$ cat config.mk
export PLATFORM = sky130hd
export DESIGN_NAME = rot_addr_gen
export DESIGN_NICKNAME = d
export VERILOG_FILES = /design/src/rtl/rot_addr_gen.sv
export SDC_FILE = /design/constraint.sdc
export NUM_CORES = 2
export LEC_CHECK = 0
export CAP_MARGIN = 5
export CORE_MARGIN = 3
export CORE_UTILIZATION = 60
export CTS_CLUSTER_DIAMETER = 120
export DETAILED_ROUTE_END_ITERATION = 10
export PLACE_DENSITY = 0.79
export SYNTH_ARGS = -nofsm -noshare
export SYNTH_HDL_FRONTEND = slang
export SYNTH_SLANG_ARGS = --single-unit
$ cat constraint.sdc
create_clock -name I_HCLK -period 18.6 [get_ports I_HCLK]
set_input_delay 3.72 -clock I_HCLK [delete_from_list [all_inputs] [get_ports I_HCLK]]
set_output_delay 3.72 -clock I_HCLK [all_outputs]
set_load 0.1 [all_outputs]
$ cat src/rtl/rot_addr_gen.sv
// Rotation DMA address generator: per row segment, one read burst, then one write burst (R=0) or per-pixel single-beat writes (R!=0).
// One command per cycle while I_DMA_READY is high; a stalled command holds stable because counters only move on acceptance.
module rot_addr_gen #(
  parameter int ADDR_W    = 32,
  parameter int DIM_W     = 16,
  parameter int BPP_LOG2  = 2,
  parameter int BURST_MAX = 16,
  parameter int LEN_W     = $clog2(BURST_MAX) + 1
) (
  input  logic              I_HCLK,
  input  logic              I_HRESET_N,
  input  logic              I_START,
  input  logic [DIM_W-1:0]  I_WIDTH,
  input  logic [DIM_W-1:0]  I_HEIGHT,
  input  logic [1:0]        I_DEGREES,
  input  logic              I_DIRECTION,
  input  logic [ADDR_W-1:0] I_SRC_BASE,
  input  logic [ADDR_W-1:0] I_DST_BASE,
  input  logic              I_DMA_READY,
  output logic              O_VALID,
  output logic [ADDR_W-1:0] O_ADDR,
  output logic [LEN_W-1:0]  O_LEN,
  output logic [2:0]        O_SIZE,
  output logic              O_WRITE,
  output logic              O_BUSY,
  output logic              O_DONE
);

  localparam int IW = 2 * DIM_W + 1;
  localparam int OW = IW + BPP_LOG2;

  typedef enum logic [1:0] {IDLE, RD_CMD, WR_CMD, DONE} state_t;

  state_t            state, state_nxt;
  logic [DIM_W-1:0]  w_q, h_q, y_q, x0_q, xi_q;
  logic [ADDR_W-1:0] src_q, dst_q;
  logic [1:0]        rot_q;

  logic [DIM_W-1:0]  rem, x, xp, yp, dw;
  logic              seg_last, xi_last, row_last;
  logic [LEN_W-1:0]  seg_n;
  logic [IW-1:0]     src_idx, dst_idx;
  logic [OW-1:0]     src_off, dst_off;

  assign rem      = w_q - x0_q;
  assign seg_last = 32'(rem) <= 32'(BURST_MAX);
  assign seg_n    = seg_last ? LEN_W'(rem) : LEN_W'(BURST_MAX);
  assign xi_last  = (32'(xi_q) + 32'd1) == 32'(seg_n);
  assign row_last = y_q == (h_q - DIM_W'(1));
  assign x        = x0_q + xi_q;

  // Destination coordinates; R=0 writes whole segments so x equals x0 there.
  always_comb begin
    xp = x;
    yp = y_q;
    dw = w_q;
    case (rot_q)
      2'd1: begin
        xp = h_q - DIM_W'(1) - y_q;
        yp = x;
        dw = h_q;
      end
      2'd2: begin
        xp = w_q - DIM_W'(1) - x;
        yp = h_q - DIM_W'(1) - y_q;
        dw = w_q;
      end
      2'd3: begin
        xp = y_q;
        yp = w_q - DIM_W'(1) - x;
        dw = h_q;
      end
      default: ;
    endcase
  end

  assign src_idx = IW'(y_q) * IW'(w_q) + IW'(x0_q);
  assign dst_idx = IW'(yp) * IW'(dw) + IW'(xp);
  assign src_off = OW'(src_idx) << BPP_LOG2;
  assign dst_off = OW'(dst_idx) << BPP_LOG2;
  assign O_SIZE  = 3'(BPP_LOG2);

  always_ff @(posedge I_HCLK or negedge I_HRESET_N) begin
    if (!I_HRESET_N) state <= IDLE;
    else             state <= state_nxt;
  end

  always_comb begin
    state_nxt = state;
    O_VALID   = 1'b0;
    O_ADDR    = '0;
    O_LEN     = '0;
    O_WRITE   = 1'b0;
    O_BUSY    = 1'b0;
    O_DONE    = 1'b0;
    case (state)
      IDLE: begin
        if (I_START)
          state_nxt = (I_WIDTH == '0 || I_HEIGHT == '0) ? DONE : RD_CMD;
      end
      RD_CMD: begin
        O_VALID = 1'b1;
        O_BUSY  = 1'b1;
        O_ADDR  = src_q + ADDR_W'(src_off);
        O_LEN   = seg_n;
        if (I_DMA_READY) state_nxt = WR_CMD;
      end
      WR_CMD: begin
        O_VALID = 1'b1;
        O_BUSY  = 1'b1;
        O_WRITE = 1'b1;
        O_ADDR  = dst_q + ADDR_W'(dst_off);
        O_LEN   = (rot_q == 2'd0) ? seg_n : LEN_W'(1);
        if (I_DMA_READY && (rot_q == 2'd0 || xi_last))
          state_nxt = (seg_last && row_last) ? DONE : RD_CMD;
      end
      DONE: begin
        O_BUSY    = 1'b1;
        O_DONE    = 1'b1;
        state_nxt = IDLE;
      end
      default: state_nxt = IDLE;
    endcase
  end

  always_ff @(posedge I_HCLK or negedge I_HRESET_N) begin
    if (!I_HRESET_N) begin
      w_q   <= '0;
      h_q   <= '0;
      y_q   <= '0;
      x0_q  <= '0;
      xi_q  <= '0;
      src_q <= '0;
      dst_q <= '0;
      rot_q <= '0;
    end else begin
      case (state)
        IDLE: begin
          if (I_START) begin
            w_q   <= I_WIDTH;
            h_q   <= I_HEIGHT;
            src_q <= I_SRC_BASE;
            dst_q <= I_DST_BASE;
            rot_q <= I_DIRECTION ? (2'd0 - I_DEGREES) : I_DEGREES;
            y_q   <= '0;
            x0_q  <= '0;
            xi_q  <= '0;
          end
        end
        WR_CMD: begin
          if (I_DMA_READY) begin
            if (rot_q == 2'd0 || xi_last) begin
              xi_q <= '0;
              if (seg_last) begin
                x0_q <= '0;
                y_q  <= y_q + DIM_W'(1);
              end else begin
                x0_q <= x0_q + DIM_W'(seg_n);
              end
            end else begin
              xi_q <= xi_q + DIM_W'(1);
            end
          end
        end
        default: ;
      endcase
    end
  end

endmodule

==> flow_summary_export.csv <==
group,metric,value,unit
run_status,status,"completed",
sta,period_share,93.6,%
run,max_cap_violations,0,
layout,fin_util,66.6,%
setup_path,crit_type,"flop to output port",
clock_tree,clock_sinks,148,
logic_synthesis,yosysSeqAreaShare,11.9,%
layout,fin_area,0.0338,mm²
placement,place_area,0.0332,mm²
setup_path,start_kind,"flop",
route,via_per_inst,6.05,
sta,hold_viol_final,0,
clock_tree,cts_hold_buffers,0,
setup_path,cp_slowest_cell,"a21oi_1",
die,fp.dieW,234,µm
setup_path,ff2ff_setup_slack,12.04,ns
sta,rsz0062_at_grt,"no",
route,first_iter_violations,2854,
clock_tree,clk_latency,0.49,ns
setup_path,crit_fanout,7,
logic_synthesis,synth-main-ff-cell,"dfrtp_1",
route,wl_met3,11600,µm
die,ios,147,
clock_tree,numCtsBuffers,17,
route,routed.top_layer,"met5",
route,drc_errors,0,
hold_path,hp-class,"flop to flop",
placement,gp_congestion,1.00,
global_routing,antenna_found_initial,4,
sta,drv_slew,0,
die,die_h,234,µm
route,drt_wl_total,92400,µm
setup_path,cp.required,14.88,ns
clock_tree,cts-root-buf,"clkbuf_16",
setup_path,critPathArrivalTime,13.69,ns
logic_synthesis,syn_area,0.0312,mm²
route,detail_route.first_pass.iterations,7,
setup_path,startpoint,"x0_q[0]",
placement,dp.final_hpwl,73100,µm
die,rows,82,
route,wl_per_cell,21.0,µm
global_routing,grt_pass1_wl,146000,µm
sta,max-slew-margin-rel,26.9,%
clock_tree,cts.htree.levels,4,
layout,layout_commonest_cell,"inv_1",
clock_tree,cts_tree,"built",
setup_path,max_stage_delay,0.58,ns
global_routing,grt_pass1_vias,26400,
sta,fin_tns_setup,0,ns
route,vias,26700,
sta,max_freq,0.0575,GHz
setup_path,r2r_cells,21,
die,core-area,0.0507,mm²
route,wl_met2,41000,µm
logic_synthesis,async_flop_share,100,%
route,m1WireLength,35900,µm
global_routing,grt_overflow_total,0,
logic_synthesis,synth_cell_types,84,
layout,nNetsFinal,4565,
logic_synthesis,syn_area_per_cell,8.52,µm²
clock_tree,postCtsSetupRepairBufs,0,
layout,fill_cells,4174,
logic_synthesis,synth_enable_flop_cells,0,
logic_synthesis,ys_warn_count,0,
sta,finalSetupViolCount,0,
global_routing,grt_max_degree,90,
route,final_antenna_net_count,0,
sta,skew,0.0127,ns
setup_path,r2r-end,"x0_q[15]",
global_routing,grt.total_usage,34.9,%
sta,worst_slew_pin_slew,1.09,ns
die,dieArea,0.0547,mm²
layout,layout_common_cells,"603 x inv_1, 453 x nand2_1, 425 x fa_1",
logic_synthesis,ys_ff_latch,148,
sta,period_minus_slack,17.41,ns
die,start_util,61.5,%
clock_tree,cts_resized,0,
setup_path,r2r-start,"w_q[1]",
setup_path,crit_path_end_kind,"output port",
setup_path,setup.worst_path.end,"O_ADDR[31]",
clock_tree,cts_buffer_depth,2,
placement,io_buffers,143,
logic_synthesis,syn_inst,3658,
layout,drive_gt1_share,6.24,%
layout,area_delta_synth_final,8.41,%
clock_tree,cts.clk_slew.worst_paths,0.08,ns
==> metrics by stage <==
stage | hold slack (ns) | cells | setup slack [ns]
after global placement | 0.491 | 4376 | 1.64
after floorplan | 0.480 | 3659 | 2.23
final | 0.508 | 4409 | 1.19
after CTS | 0.510 | 4408 | 0.668
after detailed placement | 0.497 | 4376 | 1.26
after global routing | 0.522 | 4408 | 0.210
==> registers in the layout (all words and copies together), names as in the netlist <==
| signal | flops |
|---|---|
| dst_q | 32 |
| h_q | 16 |
| rot_q | 2 |
| src_q | 32 |
| state | 2 |
| w_q | 16 |
| x0_q | 16 |
| xi_q | 16 |
| y_q | 16 |
==> metal layers <==
metal	track usage, %	vias up
met5	0	-
met3	11.1	236
li1	-	12000
met2	53.7	1489
met4	13.5	6
met1	46.2	12900
==> cells by family (layout without fill, tap and decap cells) <==
logic type                 after synthesis  in the layout  share of synthesized area, %
AOI/OAI and AO/OA                      583            583                          12.2
xor gates and xnor gates               173            173                          4.91
adders and majority gates              740            740                          40.0
buffers and inverters                  752            829                          9.17
DFF                                    148            148                          11.9
muxes                                  144            144                          5.08
other                                    2              4                        0.0241
and+or+nand+nor                       1116           1116                          16.8
==> synthesized netlist by cell type (8+ instances only) <==
library cell / instances / share of area, %
or3_1: 20 / 0.40
or2_2: 13 / 0.26
o21ai_1: 17 / 0.27
a22oi_1: 18 / 0.43
nand2_1: 454 / 5.5
mux2_2: 113 / 4.1
or4_1: 13 / 0.31
ha_1: 314 / 13
a211o_1: 12 / 0.34
o21a_1: 30 / 0.72
a21o_1: 52 / 1.3
nand3_1: 49 / 0.79
o21bai_1: 17 / 0.41
nor4_1: 25 / 0.50
a21boi_0: 9 / 0.22
a31oi_1: 17 / 0.34
a32oi_1: 8 / 0.22
o22ai_1: 9 / 0.18
nor3_1: 47 / 0.76
buf_1: 18 / 0.22
o21ai_0: 116 / 1.9
and3_1: 20 / 0.40
o211ai_1: 22 / 0.53
nor2b_1: 58 / 1.2
nand2b_1: 37 / 0.74
xnor2_1: 113 / 3.2
nand4_1: 14 / 0.28
a211oi_1: 26 / 0.63
and2_1: 110 / 2.2
xor2_1: 59 / 1.7
dfrtp_1: 148 / 12
o31ai_1: 20 / 0.48
a21oi_1: 142 / 2.3
fa_1: 425 / 27
clkbuf_1: 121 / 1.5
inv_1: 603 / 7.3
nor2_1: 232 / 2.8
mux2i_1: 31 / 1.0
==> worst min path at each step <==
stage / depth (start not counted) / endpoint / slack (ns) / start
floorplan: 1 / src_q[0] / 0.48 / src_q[0]
global placement: 1 / dst_q[0] / 0.49 / dst_q[0]
detailed placement: 1 / dst_q[0] / 0.50 / dst_q[0]
CTS: 1 / dst_q[0] / 0.51 / dst_q[0]
global route: 1 / src_q[24] / 0.52 / src_q[24]
finish: 1 / dst_q[0] / 0.51 / dst_q[0]
==> worst max-delay path: cells and delay by family, from the launching register on <==
kind | cells | cell delay (ns)
AO/OA/AOI/OAI | 23 | 4.83
XOR/XNOR | 5 | 1.17
adder cells (fa/ha/maj) | 12 | 4.99
buffers and inverters | 5 | 0.44
flip-flops | 1 | 0.46
AND/OR/NAND/NOR | 10 | 1.27
==> area by class of cell <==
type	instances	area, µm²	area share (%)
Multi-Input combinational cell	2759	24600	72.9
Sequential cell	148	3710	11.0
Inverter	605	2270	6.72
Timing Repair Buffer	192	1810	5.35
Tap cell	672	841	2.49
Clock buffer	20	447	1.32
Clock inverter	12	83.8	0.248
Antenna cell	1	2.50	0.00741
Power is left out: the tool's default activity adds up to more than one toggle a clock period on the data nets, which glitch-free logic cannot reach.
